$ cat src/rtl/stream_mux_rr.sv
// N-input valid/ready stream mux with runtime round-robin or fixed-priority arbitration onto one registered output.
// Latency: 1 cycle input-to-output; sustains one word per cycle when the consumer is ready.
// Backpressure: a held word with out_ready low blocks the output register, and every in_ready stays low.
module stream_mux_rr #(
    parameter int N = 4,
    parameter int W = 8,
    localparam int SELW = $clog2(N)
) (
    input  logic              clk,
    input  logic              rst_n,
    input  logic              mode,
    input  logic [N-1:0]      in_valid,
    input  logic [N*W-1:0]    in_data,
    output logic [N-1:0]      in_ready,
    output logic              out_valid,
    output logic [W-1:0]      out_data,
    output logic [SELW-1:0]   out_sel,
    input  logic              out_ready
);

    logic            vld_q, vld_d;
    logic [W-1:0]    data_q, data_d;
    logic [SELW-1:0] sel_q, sel_d;
    logic [SELW-1:0] ptr_q, ptr_d;

    logic            load_en;
    logic            gnt_vld;
    logic [SELW-1:0] gnt_idx;
    logic            xfer;

    assign load_en = !vld_q || out_ready;

    // Search starts at ptr in round-robin mode and at 0 in priority mode; the first valid channel wins.
    always_comb begin
        int              idx;
        logic [SELW-1:0] idx_s;
        gnt_vld = 1'b0;
        gnt_idx = '0;
        idx     = 0;
        idx_s   = '0;
        for (int k = 0; k < N; k++) begin
            idx = mode ? k : int'(ptr_q) + k;
            if (idx >= N) begin
                idx = idx - N;
            end
            idx_s = SELW'(idx);
            if (!gnt_vld && in_valid[idx_s]) begin
                gnt_vld = 1'b1;
                gnt_idx = idx_s;
            end
        end
    end

    assign xfer     = load_en && gnt_vld;
    assign in_ready = xfer ? (N'(1) << gnt_idx) : '0;

    always_comb begin
        vld_d  = vld_q;
        data_d = data_q;
        sel_d  = sel_q;
        ptr_d  = ptr_q;
        if (xfer) begin
            vld_d  = 1'b1;
            data_d = in_data[int'(gnt_idx)*W +: W];
            sel_d  = gnt_idx;
            if (!mode) begin
                ptr_d = (gnt_idx == SELW'(N-1)) ? '0 : gnt_idx + 1'b1;
            end
        end else if (vld_q && out_ready) begin
            vld_d = 1'b0;
        end
    end

    always_ff @(posedge clk or negedge rst_n) begin
        if (!rst_n) begin
            vld_q  <= 1'b0;
            data_q <= '0;
            sel_q  <= '0;
            ptr_q  <= '0;
        end else begin
            vld_q  <= vld_d;
            data_q <= data_d;
            sel_q  <= sel_d;
            ptr_q  <= ptr_d;
        end
    end

    assign out_valid = vld_q;
    assign out_data  = data_q;
    assign out_sel   = sel_q;

endmodule
$ cat config.mk
export PLATFORM = sky130hd
export DESIGN_NAME = stream_mux_rr
export DESIGN_NICKNAME = d
export VERILOG_FILES = /design/src/rtl/stream_mux_rr.sv
export SDC_FILE = /design/constraint.sdc
export NUM_CORES = 1
export LEC_CHECK = 0
export CELL_PAD_IN_SITES_DETAIL_PLACEMENT = 2
export CELL_PAD_IN_SITES_GLOBAL_PLACEMENT = 2
export CORE_ASPECT_RATIO = 2
export CORE_MARGIN = 1
export CORE_UTILIZATION = 20
export DETAILED_ROUTE_END_ITERATION = 7
export GPL_TIMING_DRIVEN = 0
export PLACE_DENSITY = 0.8
export RECOVER_POWER = 100
export SYNTH_ARGS = -nofsm -noshare
export SYNTH_HDL_FRONTEND = slang
export SYNTH_SLANG_ARGS = --single-unit
$ cat constraint.sdc
create_clock -name clk -period 2.1 [get_ports clk]
set_clock_uncertainty 0.05 [all_clocks]
set_input_delay 0.21 -clock clk [delete_from_list [all_inputs] [get_ports clk]]
set_output_delay 0.21 -clock clk [all_outputs]
set_load 0.05 [all_outputs]
== Yosys cells after proc, flatten, opt, wreduce, memory -nomap -nowiden ==
Index checks and enable logic that the tools add are counted.

* Register bits: 13
* Latch bits: 0
* RAM bits: 0
* Memory bits (read-only): 0
* Bits of input ports: 40
* Logic and storage cells: 64
* Memories: 0

* Add/subtract/negate cells: 8
* Multipliers: 0
* Div/mod/pow operators: 0
* Order comparisons: 8
* Equal/unequal tests: 1
* Shift operators: 2
* Muxes and demuxes: 28
* Bitwise logic cells: 1
* Reductions and logical operators: 12

{| class="wikitable"
|+ Operators by type and width
! operator !! count
|-
| $shiftx A32 B6 Y8 || 1
|-
| $mux W2 || 10
|-
| $lt A2 B3 Y1 const B || 4
|-
| $mux W1 || 10
|-
| $ge A3 B3 Y1 const B || 3
|-
| $mux W3 || 3
|-
| $bmux W1 S2 || 4
|-
| $sub A2 B1 Y2 const B || 4
|-
| $add A2 B2 Y3 const B || 2
|-
| $logic_and A1 B1 Y1 || 5
|-
| $logic_not A1 Y1 || 4
|-
| $mux W4 || 1
|-
| $shl A1 B2 Y4 const A || 1
|-
| $add A2 B1 Y3 const B || 1
|-
| $ge A2 B3 Y1 const B || 1
|-
| $add A2 B1 Y2 const B || 1
|-
| $eq A2 B2 Y1 const B || 1
|-
| $reduce_and A2 Y1 || 1
|-
| $reduce_bool A2 Y1 || 1
|-
| $logic_or A1 B1 Y1 || 1
|-
| $not A1 Y1 || 1
|}

== Logic depth before layout (Yosys ltp) ==
Gate-level depths: netlist of the first run.

* Depth after elaboration: 17
* Gate-level depth with buffers: 8

== Least setup slack after synthesis of the first run ==
Ideal clock, no wire load.

* Kind: register -> output
* From: reg ptr_q[1]
* To: out in_ready[0]
* Arrival: 2.546 ns
* Required time: 1.840 ns
* Setup slack: -0.706 ns
* Cell stages (with the launch flop): 8
* Path buffers: 2
* Path through: dfrtp_1 buf_4 nor4b_1 o31ai_1 a22oi_1 o31a_1 buf_6 nor3_1

* Longest elaborated chain between the ends: 17

{| class="wikitable"
|+ RTL lines
! what !! RTL line !! text
|-
| start: declaration || 24 || <nowiki>logic [SELW-1:0] ptr_q, ptr_d;</nowiki>
|-
| start signal: assignment || 84 || <nowiki>ptr_q <= ptr_d;</nowiki>
|-
| branches (longest 16 deep; another with $add A2 B1 Y3) || - ||
|-
| $mux W4 * || 55 || <nowiki>assign in_ready = xfer ? (N'(1) << gnt_idx) : '0;</nowiki>
|-
| end: declaration || 14 || <nowiki>output logic [N-1:0] in_ready,</nowiki>
|}

Mark *: on every way between the ends. The select of a mux whose other input is x is not followed.

== Worst setup path after layout of the first run ==
Same ends and word-level chain as after synthesis.

==> results.py, run 1 <==
metrics = {
    "flow_run": {
        "max_cap_violations": 0,
    },
    "global_routing": {
        "grt_max_degree": 14,
        "grt_pass1_vias": 1296,
        "grt_usage_pct": 15.9,
        "grt_pass1_wl_mm": 6.38,
        "overflow": 0,
        "grt_antenna_before_repair": 0,
    },
    "detailed_routing": {
        "drt_first_pass_iters": 3,
        "wl_per_cell_um": 18.2,
        "num_vias": 1099,
        "first_iter_violations": 17,
        "viasPerCell": 4.88,
        "drt-total-wl_mm": 4.09,
        "ant_nets": 0,
        "drc": 0,
    },
    "clocking": {
        "h-tree-depth": 1,
        "cts_hold_buf": 0,
        "clk_pin_slew_worst_paths_ns": 0.06,
        "cts_tree": "built",
        "cts_made_buffers": 3,
        "clockBufferDepth": 2,
        "clock_latency_ns": 0.24,
        "cts_sinks": 13,
        "root_buffer": "clkbuf_8",
    },
    "finish": {
        "areaGrowthSynthToFinish_pct": 80.6,
        "num_antenna_cells": 0,
        "drive_gt1_share_pct": 31.0,
        "fillers": 530,
        "fin_nets": 209,
    },
    "synth": {
        "synth_cells": 105,
        "netlist_area_sq_um": 1030,
        "synth_flop_cell": "dfrtp_1",
        "async_flop_share_pct": 100,
        "synthSimpleGateAreaFrac_pct": 22.3,
        "synth-xor-area-share_pct": 0.850,
        "ys_seq_elements": 13,
        "yosysSeqAreaShare_pct": 31.6,
        "synth_compound_area_share_pct": 20.5,
        "synthAdderAreaFrac_pct": 0,
        "yosys_warnings": 0,
        "syn_nets": 145,
        "synth.avg_cell_area_sq_um": 9.82,
        "yosys-mux-area-fraction_pct": 17.5,
        "yosysUniqueCellTypes": 41,
        "synth_edf_count": 0,
        "synth_top_family_by_area": "simple AND/OR/NAND/NOR gates",
    },
    "sta": {
        "rsz0062_at_grt": "true",
        "slew_headroom_pct": 54.8,
        "fmax_mhz": 418,
        "final.period_utilization_pct": 114,
        "setup_tns_ns": -3.12,
        "worst_slack_ns": -0.292,
        "period_minus_slack_ns": 2.39,
        "finalSetupViolations": 15,
        "holdWs_ns": 0.275,
        "tightest_slew_ns": 0.672,
        "hold_viol": 0,
        "drv_slew": 0,
    },
    "run_status": {
        "violations": "negative setup slack",
        "status": "finished with violations",
    },
    "setup_path": {
        "crit_arrival_ns": 2.13,
        "r2r-start": "ptr_q[1]$_DFFE_PN0P_",
        "critPathMaxFanout": 8,
        "cpMostUsedCell": "buf_6",
        "cp-end-kind": "primary output",
        "critPathMaxStageDelay_ns": 0.40,
        "path_cells": "buf_6, nor2b_4, a32oi_2, o2111ai_1, o31a_1, buf_6, nor3_4, buf_6",
        "r2r_setup_slack_ns": -0.29,
        "worst-endpoint-required_ns": 1.84,
        "critPathSlowestCell": "dfrtp_1",
        "cp-start-kind": "register",
        "cp_top_family": "compound AO/OA/AOI/OAI gates",
        "r2r-end": "out_data[1]$_DFFE_PN0P_",
        "setup.worst_path.class": "register to primary output",
        "path_buf_inv": 3,
        "reg2regPathDepth": 9,
    },
    "floorplanning": {
        "dieWidth_um": 52.8,
        "chipHeight_um": 104,
        "initial_utilization_pct": 21.0,
        "placementRows": 36,
        "pin_count": 55,
        "die-area_sq_um": 5460,
        "coreArea_sq_um": 4910,
    },
    "power": {
        "switchingPower_uw": 818,
        "switching_share_pct": 45.0,
        "comb_power_share_pct": 66.4,
        "seqPwrFrac_pct": 21.0,
        "total_power_mw": 1.82,
        "p_leak_nw": 0.733,
        "ir_drop_mv": 0.467,
        "internal_power_mw": 1.00,
        "p_clk_share_pct": 12.6,
        "cellPowerDensity_nw_per_um2": 977,
    },
    "place": {
        "hpwl_mm": 3.02,
        "preCtsSetupSlack_ns": -1.23,
        "gp_congestion": 0.704,
        "io_buffers": 51,
    },
    "min_path": {
        "min_from": "in_valid[3]",
        "hold_end": "out_valid$_DFFE_PN0P_",
        "worstHoldPathType": "input pin to register",
        "worstHoldPathCells": 3,
    },
}
[registers in the layout (all words and copies together), names as in the netlist]
signal / cells
ptr_q: 2
out_sel: 2
out_data: 8
out_valid: 1
[area by class of cell]
type                            count  area, sq um  share of cell area [%]
Sequential cell                    13          325                    17.5
Clock buffer                        4         45.0                    2.42
Timing Repair Buffer               59          593                    31.9
Buffer                              9         75.1                    4.03
Inverter                            4         20.0                    1.08
Tap cell                           57         71.3                    3.83
Multi-Input combinational cell     79          732                    39.3
[cells in the mapped netlist, types with 4 or more instances]
library cell | number | area share [%]
dfrtp_1 | 13 | 32
nand2b_1 | 4 | 2.4
nor2b_1 | 5 | 3.0
nand2_1 | 6 | 2.2
nor2_1 | 10 | 3.6
nor3_1 | 5 | 2.4
and2_1 | 4 | 2.4
mux2_2 | 5 | 5.5
[per-stage QoR]
step | util [%] | cell area, sq um | instances
6_report | 37.9 | 1860 | 225
5_1_grt | 37.9 | 1860 | 225
4_1_cts | 37.5 | 1840 | 225
3_5_place_dp | 33.7 | 1650 | 213
3_3_place_gp | 33.7 | 1650 | 213
2_1_floorplan | - | 1070 | 105
[how the worst max path moves through the flow]
stage	start	to	slack (ns)	cells past startpoint
finish	ptr_q[1]$_DFFE_PN0P_	in_ready[0]	-0.29	8
global placement	mode	in_ready[2]	-1.13	9
detailed placement	mode	in_ready[2]	-1.23	9
CTS	ptr_q[1]$_DFFE_PN0P_	in_ready[0]	-0.29	8
global route	ptr_q[1]$_DFFE_PN0P_	in_ready[0]	-0.37	8
floorplan	ptr_q[0]$_DFFE_PN0P_	out_data[0]$_DFFE_PN0P_	-0.11	8
[routing by layer]
metal	global-route usage, %	vias to the layer above	wire length, um	part of all wire (%)
li1	-	521	-	-
met1	15.8	537	1380	34
met2	31.2	37	2500	61
met4	3.57	0	33	0.81
met3	2.79	4	185	4.5
met5	0	-	0	0
[power groups by stage]
stage,clock network [mW],logic (mW),registers (mW)
floorplan,0,0.454,0.626
global placement,0,1.01,0.382
detailed placement,0,1.05,0.387
CTS,0.233,1.22,0.386
global route,0.247,1.27,0.391
finish,0.229,1.21,0.382
[tightest hold or removal path, cell delays in order]
cell and delay [ns]:
buf_4 0.15, nor4_1 0.11, nand2_1 0.07
[timing repair]
item	4_1_cts	5_1_grt
endpoints found under the hold margin	0	0
gates cloned	0	0
pin swaps	9	3
setup buffers	8	0
gates resized for setup	49	5
setup endpoints to repair	15	15
[cells by family after synthesis]
| kind of cell | Yosys count |
|---|---|
| flip-flops | 13 |
| XOR/XNOR | 1 |
| AND/OR/NAND/NOR | 42 |
| buffers and inverters | 13 |
| AO/OA/AOI/OAI | 26 |
| multiplexers | 10 |
[layout by cell type (no fill, tap or decap), types with 3 or more instances in the layout]
cell and count:
nor2_4 3, o22ai_1 3, clkdlybuf4s50_1 33, clkbuf_8 3
and2_1 3, dlygate4sd3_1 12, nor3_1 3, nand2b_1 4
nand2_1 6, mux4_2 4, mux2_2 3, nor2_1 6
buf_4 7, dfrtp_1 13, nor2b_1 4, buf_6 7
No activity file was read; power rests on OpenSTA's default activity.
==> run 2, diff against run 1 <==
- CORE_MARGIN: 1 -> 2
- SETUP_SLACK_MARGIN: unset -> 0.4
==> results.py, run 2 (synthesis results as in run 1) <==
metrics = {
    "run_status": {
        "status": "finished with violations",
        "violations": "negative setup slack",
    },
    "finish": {
        "num_antenna_cells": 0,
        "largest_register_ffs": 8,
        "final_cell_mix": "clkdlybuf4s50_1 (33), buf_4 (14), dfrtp_1 (13), buf_6 (11), clkbuf_1 (8)",
        "drive_gt1_share_pct": 41.3,
        "design_area_sq_um": 2000,
        "final_cells": 237,
        "areaGrowthSynthToFinish_pct": 93.6,
        "fin_nets": 220,
        "layout_commonest_cell": "clkdlybuf4s50_1",
    },
    "sta": {
        "slew_headroom_pct": 46.2,
        "final.period_utilization_pct": 113,
        "holdWs_ns": 0.293,
        "finalSetupViolations": 14,
        "fmax_mhz": 421,
        "rsz0062_at_grt": "true",
        "period_minus_slack_ns": 2.38,
        "hold_viol": 0,
        "drv_slew": 0,
        "worst_slack_ns": -0.277,
        "tightest_slew_ns": 0.800,
        "setup_tns_ns": -2.67,
    },
    "setup_path": {
        "critPathSlowestCell": "dfrtp_1",
        "cp-start-kind": "register",
        "critPathMaxStageDelay_ns": 0.37,
        "path_cells": "buf_6, buf_4, nor2_2, a22oi_1, nor3_1, o31a_1, buf_6, inv_6, nor3_4, buf_6",
        "setup.worst_path.class": "register to primary output",
        "worst-endpoint-required_ns": 1.84,
        "cp-end-kind": "primary output",
        "cp_top_family": "buffers and inverters",
        "path_buf_inv": 5,
        "critPathMaxFanout": 8,
        "cpMostUsedCell": "buf_6",
        "crit_arrival_ns": 2.12,
    },
    "detailed_routing": {
        "num_vias": 1181,
        "viasPerCell": 4.98,
        "wl_per_cell_um": 19.7,
        "first_iter_violations": 22,
        "drt-total-wl_mm": 4.67,
        "drc": 0,
        "drt_first_pass_iters": 4,
        "ant_nets": 0,
    },
    "place": {
        "io_buffers": 51,
        "gp_congestion": 0.723,
        "place_area_sq_um": 1670,
        "hpwl_mm": 2.69,
        "preCtsSetupSlack_ns": -1.21,
        "dp.cells": 214,
    },
    "clocking": {
        "cts_made_buffers": 3,
        "cts_tree": "built",
        "root_buffer": "clkbuf_8",
        "clk_pin_slew_worst_paths_ns": 0.06,
        "clockBufferDepth": 2,
        "clock_latency_ns": 0.25,
        "h-tree-depth": 1,
        "cts_sinks": 13,
        "cts_hold_buf": 0,
    },
    "floorplanning": {
        "initial_utilization_pct": 20.4,
        "coreArea_sq_um": 5050,
        "chipHeight_um": 106,
        "pin_count": 55,
        "placementRows": 37,
        "die-area_sq_um": 5780,
        "dieWidth_um": 54.8,
    },
    "power": {
        "ir_drop_mv": 0.591,
        "p_leak_nw": 0.784,
        "cellPowerDensity_nw_per_um2": 1000,
    },
    "global_routing": {
        "grt_antenna_before_repair": 0,
        "grt_pass1_vias": 1384,
        "overflow": 0,
        "grt_usage_pct": 16.8,
        "grt_pass1_wl_mm": 7.05,
        "grt_max_degree": 14,
    },
    "min_path": {
        "worstHoldPathType": "input pin to register",
    },
    "flow_run": {
        "max_cap_violations": 0,
    },
}
run 2: cell count changes in the layout (fill, tap and decap cells not counted), sizes merged:
cell	change
dlygate4sd2	+2
clkdlybuf4s15	+1
dlygate4sd3	-10
buf	+11
clkbuf	+7
run 2: metal layers:
metal | wire length, um | global-route usage [%] | part of all wire [%] | vias to the layer above
li1 | - | - | - | 542
met1 | 1710 | 18.0 | 37 | 587
met2 | 2630 | 29.6 | 56 | 47
met3 | 290 | 4.96 | 6.2 | 5
met4 | 37 | 5.36 | 0.79 | 0
met5 | 0 | 0 | 0 | -
run 2: area by class of cell:
class	count	area, sq um
repair buffers	70	641
inverters	4	22.5
flip-flops and latches	13	325
clock buffers	4	45.0
multi-input cells	79	813
well taps	58	72.6
plain buffers	9	76.3
fillers	553	3050
run 2: timing repair:
action                     4_1_cts  5_1_grt
pin swaps                       10        7
setup buffers                   13        5
gates cloned                     1        0
setup endpoints to repair       19       23
gates resized for setup         63       24
run 2: where the power goes:
group	switching (mW)	leakage, nW	internal (mW)
logic	0.772	0.614	0.609
clock network	0.106	0.0228	0.135
registers	0.0458	0.147	0.333
total	0.924	0.784	1.08
run 2: worst min-delay path: stages:
cell and delay (ns):
buf_4 0.16, nor4_1 0.12, nand2_1 0.07
run 2: metrics by stage:
step	power, mW	util [%]
after global routing	2.10	39.5
after CTS	1.92	38.3
after floorplan	1.10	-
final	2.00	39.5
after global placement	1.43	33.1
after detailed placement	1.44	33.1
run 2: worst paths after layout:
check | startpoint | endpoint | slack [ns] | cells past startpoint
worst max-delay path | ptr_q[0]$_DFFE_PN0P_ | in_ready[2] | -0.28 | 10
worst min-delay path | in_valid[3] | out_valid$_DFFE_PN0P_ | 0.29 | 3
worst max register to register | ptr_q[0]$_DFFE_PN0P_ | out_data[0]$_DFFE_PN0P_ | -0.24 | 9
worst min register to register | out_sel[1]$_DFFE_PN0P_ | out_sel[1]$_DFFE_PN0P_ | 0.45 | 1
max in group asynchronous | rst_n | out_data[4]$_DFFE_PN0P_ | 1.19 | 1
min in group asynchronous | rst_n | out_data[2]$_DFFE_PN0P_ | 0.38 | 1
==> run 3, diff against run 2 <==
- CORE_UTILIZATION: 20 -> 31
- DONT_BUFFER_PORTS: unset -> 1
- PLACE_DENSITY: 0.8 -> 0.76
==> results.py, run 3 (synthesis results as in run 1) <==
metrics = {
    "sta": {
        "fmax_mhz": 419,
        "finalSetupViolations": 14,
        "drv_slew": 0,
        "setup_tns_ns": -2.36,
        "tightest_slew_ns": 0.693,
        "holdWs_ns": 0.0781,
        "hold_viol": 0,
        "period_minus_slack_ns": 2.39,
        "slew_headroom_pct": 53.4,
        "rsz0062_at_grt": "true",
        "final.period_utilization_pct": 114,
        "worst_slack_ns": -0.288,
    },
    "setup_path": {
        "r2r-start": "ptr_q[0]$_DFFE_PN0P_",
        "r2r_setup_slack_ns": -0.22,
        "r2r-end": "out_data[0]$_DFFE_PN0P_",
        "reg2regPathDepth": 9,
        "cp-end-kind": "primary output",
        "cp-startpoint": "ptr_q[0]$_DFFE_PN0P_",
        "cp-start-kind": "register",
        "worst-endpoint-required_ns": 1.84,
        "endpoint": "in_ready[2]",
        "setup.worst_path.class": "register to primary output",
        "crit_arrival_ns": 2.13,
        "critPathMaxFanout": 7,
    },
    "global_routing": {
        "overflow": 0,
        "grt_max_degree": 14,
        "grt_usage_pct": 19.0,
        "grt_pass1_vias": 1034,
        "grt_antenna_before_repair": 0,
        "grt_pass1_wl_mm": 5.34,
    },
    "place": {
        "io_buffers": 0,
        "preCtsSetupSlack_ns": -0.277,
        "hpwl_mm": 2.40,
        "dp.cells": 136,
        "gp_congestion": 0.785,
        "place_area_sq_um": 1120,
    },
    "min_path": {
        "worstHoldPathType": "input pin to register",
    },
    "clocking": {
        "cts_sinks": 13,
        "cts_made_buffers": 3,
        "clk_pin_slew_worst_paths_ns": 0.06,
        "clockBufferDepth": 2,
        "root_buffer": "clkbuf_8",
        "h-tree-depth": 1,
        "cts_tree": "built",
        "clock_latency_ns": 0.24,
    },
    "finish": {
        "design_area_sq_um": 1410,
        "largest_register_ffs": 8,
        "final_cell_mix": "dfrtp_1 (13), buf_4 (8), nor2_1 (8), mux4_2 (5), mux2_4 (5)",
        "areaGrowthSynthToFinish_pct": 37.1,
        "final_cells": 152,
        "fin_nets": 162,
        "drive_gt1_share_pct": 47.9,
        "num_antenna_cells": 0,
        "layout_commonest_cell": "dfrtp_1",
    },
    "floorplanning": {
        "placementRows": 29,
        "dieWidth_um": 44.8,
        "chipHeight_um": 85.6,
        "initial_utilization_pct": 32.3,
        "pin_count": 55,
        "coreArea_sq_um": 3190,
        "die-area_sq_um": 3830,
    },
    "detailed_routing": {
        "ant_nets": 0,
        "drt-total-wl_mm": 3.32,
        "first_iter_violations": 10,
        "drc": 0,
        "drt_first_pass_iters": 4,
        "num_vias": 918,
        "viasPerCell": 6.04,
        "wl_per_cell_um": 21.9,
    },
    "power": {
        "p_leak_nw": 0.559,
        "cellPowerDensity_nw_per_um2": 1180,
        "ir_drop_mv": 0.742,
    },
    "run_status": {
        "violations": "negative setup slack",
        "status": "finished with violations",
    },
    "flow_run": {
        "max_cap_violations": 0,
    },
}
[run 3: power by group]
| group | leakage (nW) | total [mW] | switching, mW | internal [mW] |
|---|---|---|---|---|
| clock network | 0.0228 | 0.228 | 0.0938 | 0.134 |
| logic | 0.389 | 0.801 | 0.384 | 0.417 |
| registers | 0.147 | 0.646 | 0.317 | 0.328 |
[run 3: worst max-delay path, stage by stage, from the launching register on]
cell and delay, ns:
dfrtp_1 0.38, buf_6 0.14, nor4b_4 0.27, o31ai_2 0.08, a22oi_1 0.20, o31a_1 0.21
buf_6 0.15, inv_6 0.04, nor3_4 0.42
[run 3: layout make-up]
class,count,area [sq um]
fillers,338,1780
multi-input cells,79,792
flip-flops and latches,13,325
repair buffers,12,114
plain buffers,9,76.3
clock buffers,4,45.0
well taps,31,38.8
inverters,4,22.5
[run 3: through the flow]
stage	power (mW)	util [%]
5_1_grt	1.76	44.3
6_report	1.68	44.3
3_5_place_dp	1.20	35.2
2_1_floorplan	1.10	-
4_1_cts	1.67	44.1
3_3_place_gp	1.17	35.2
[run 3: how the worst min path moves through the flow]
| stage | slack (ns) | startpoint | endpoint | cells past startpoint |
|---|---|---|---|---|
| 2_1_floorplan | -0.14 | rst_n | out_data[0]$_DFFE_PN0P_ | 0 |
| 3_3_place_gp | -0.14 | rst_n | out_data[3]$_DFFE_PN0P_ | 0 |
| 3_5_place_dp | -0.14 | rst_n | out_data[3]$_DFFE_PN0P_ | 0 |
| 4_1_cts | 0.08 | in_valid[1] | out_valid$_DFFE_PN0P_ | 2 |
| 5_1_grt | 0.10 | in_valid[1] | out_valid$_DFFE_PN0P_ | 2 |
| 6_report | 0.08 | in_valid[1] | out_valid$_DFFE_PN0P_ | 2 |
[run 3: layer usage]
| layer | vias up | share of wire [%] | wire [um] | track usage, % |
|---|---|---|---|---|
| met5 | - | 0 | 0 | 0 |
| met4 | 0 | 3.3 | 110 | 8.02 |
| met3 | 8 | 4.9 | 163 | 3.16 |
| met2 | 33 | 59 | 1970 | 33.6 |
| met1 | 452 | 33 | 1080 | 21.4 |
| li1 | 425 | - | - | - |
[run 3: what timing repair did]
item / CTS / global route
gates cloned: 1 / 0
setup endpoints to repair: 16 / 16
setup buffers: 10 / 0
hold endpoints to repair: 13 / 0
pin swaps: 11 / 1
gates resized for setup: 33 / 2
hold buffers: 1 / 0
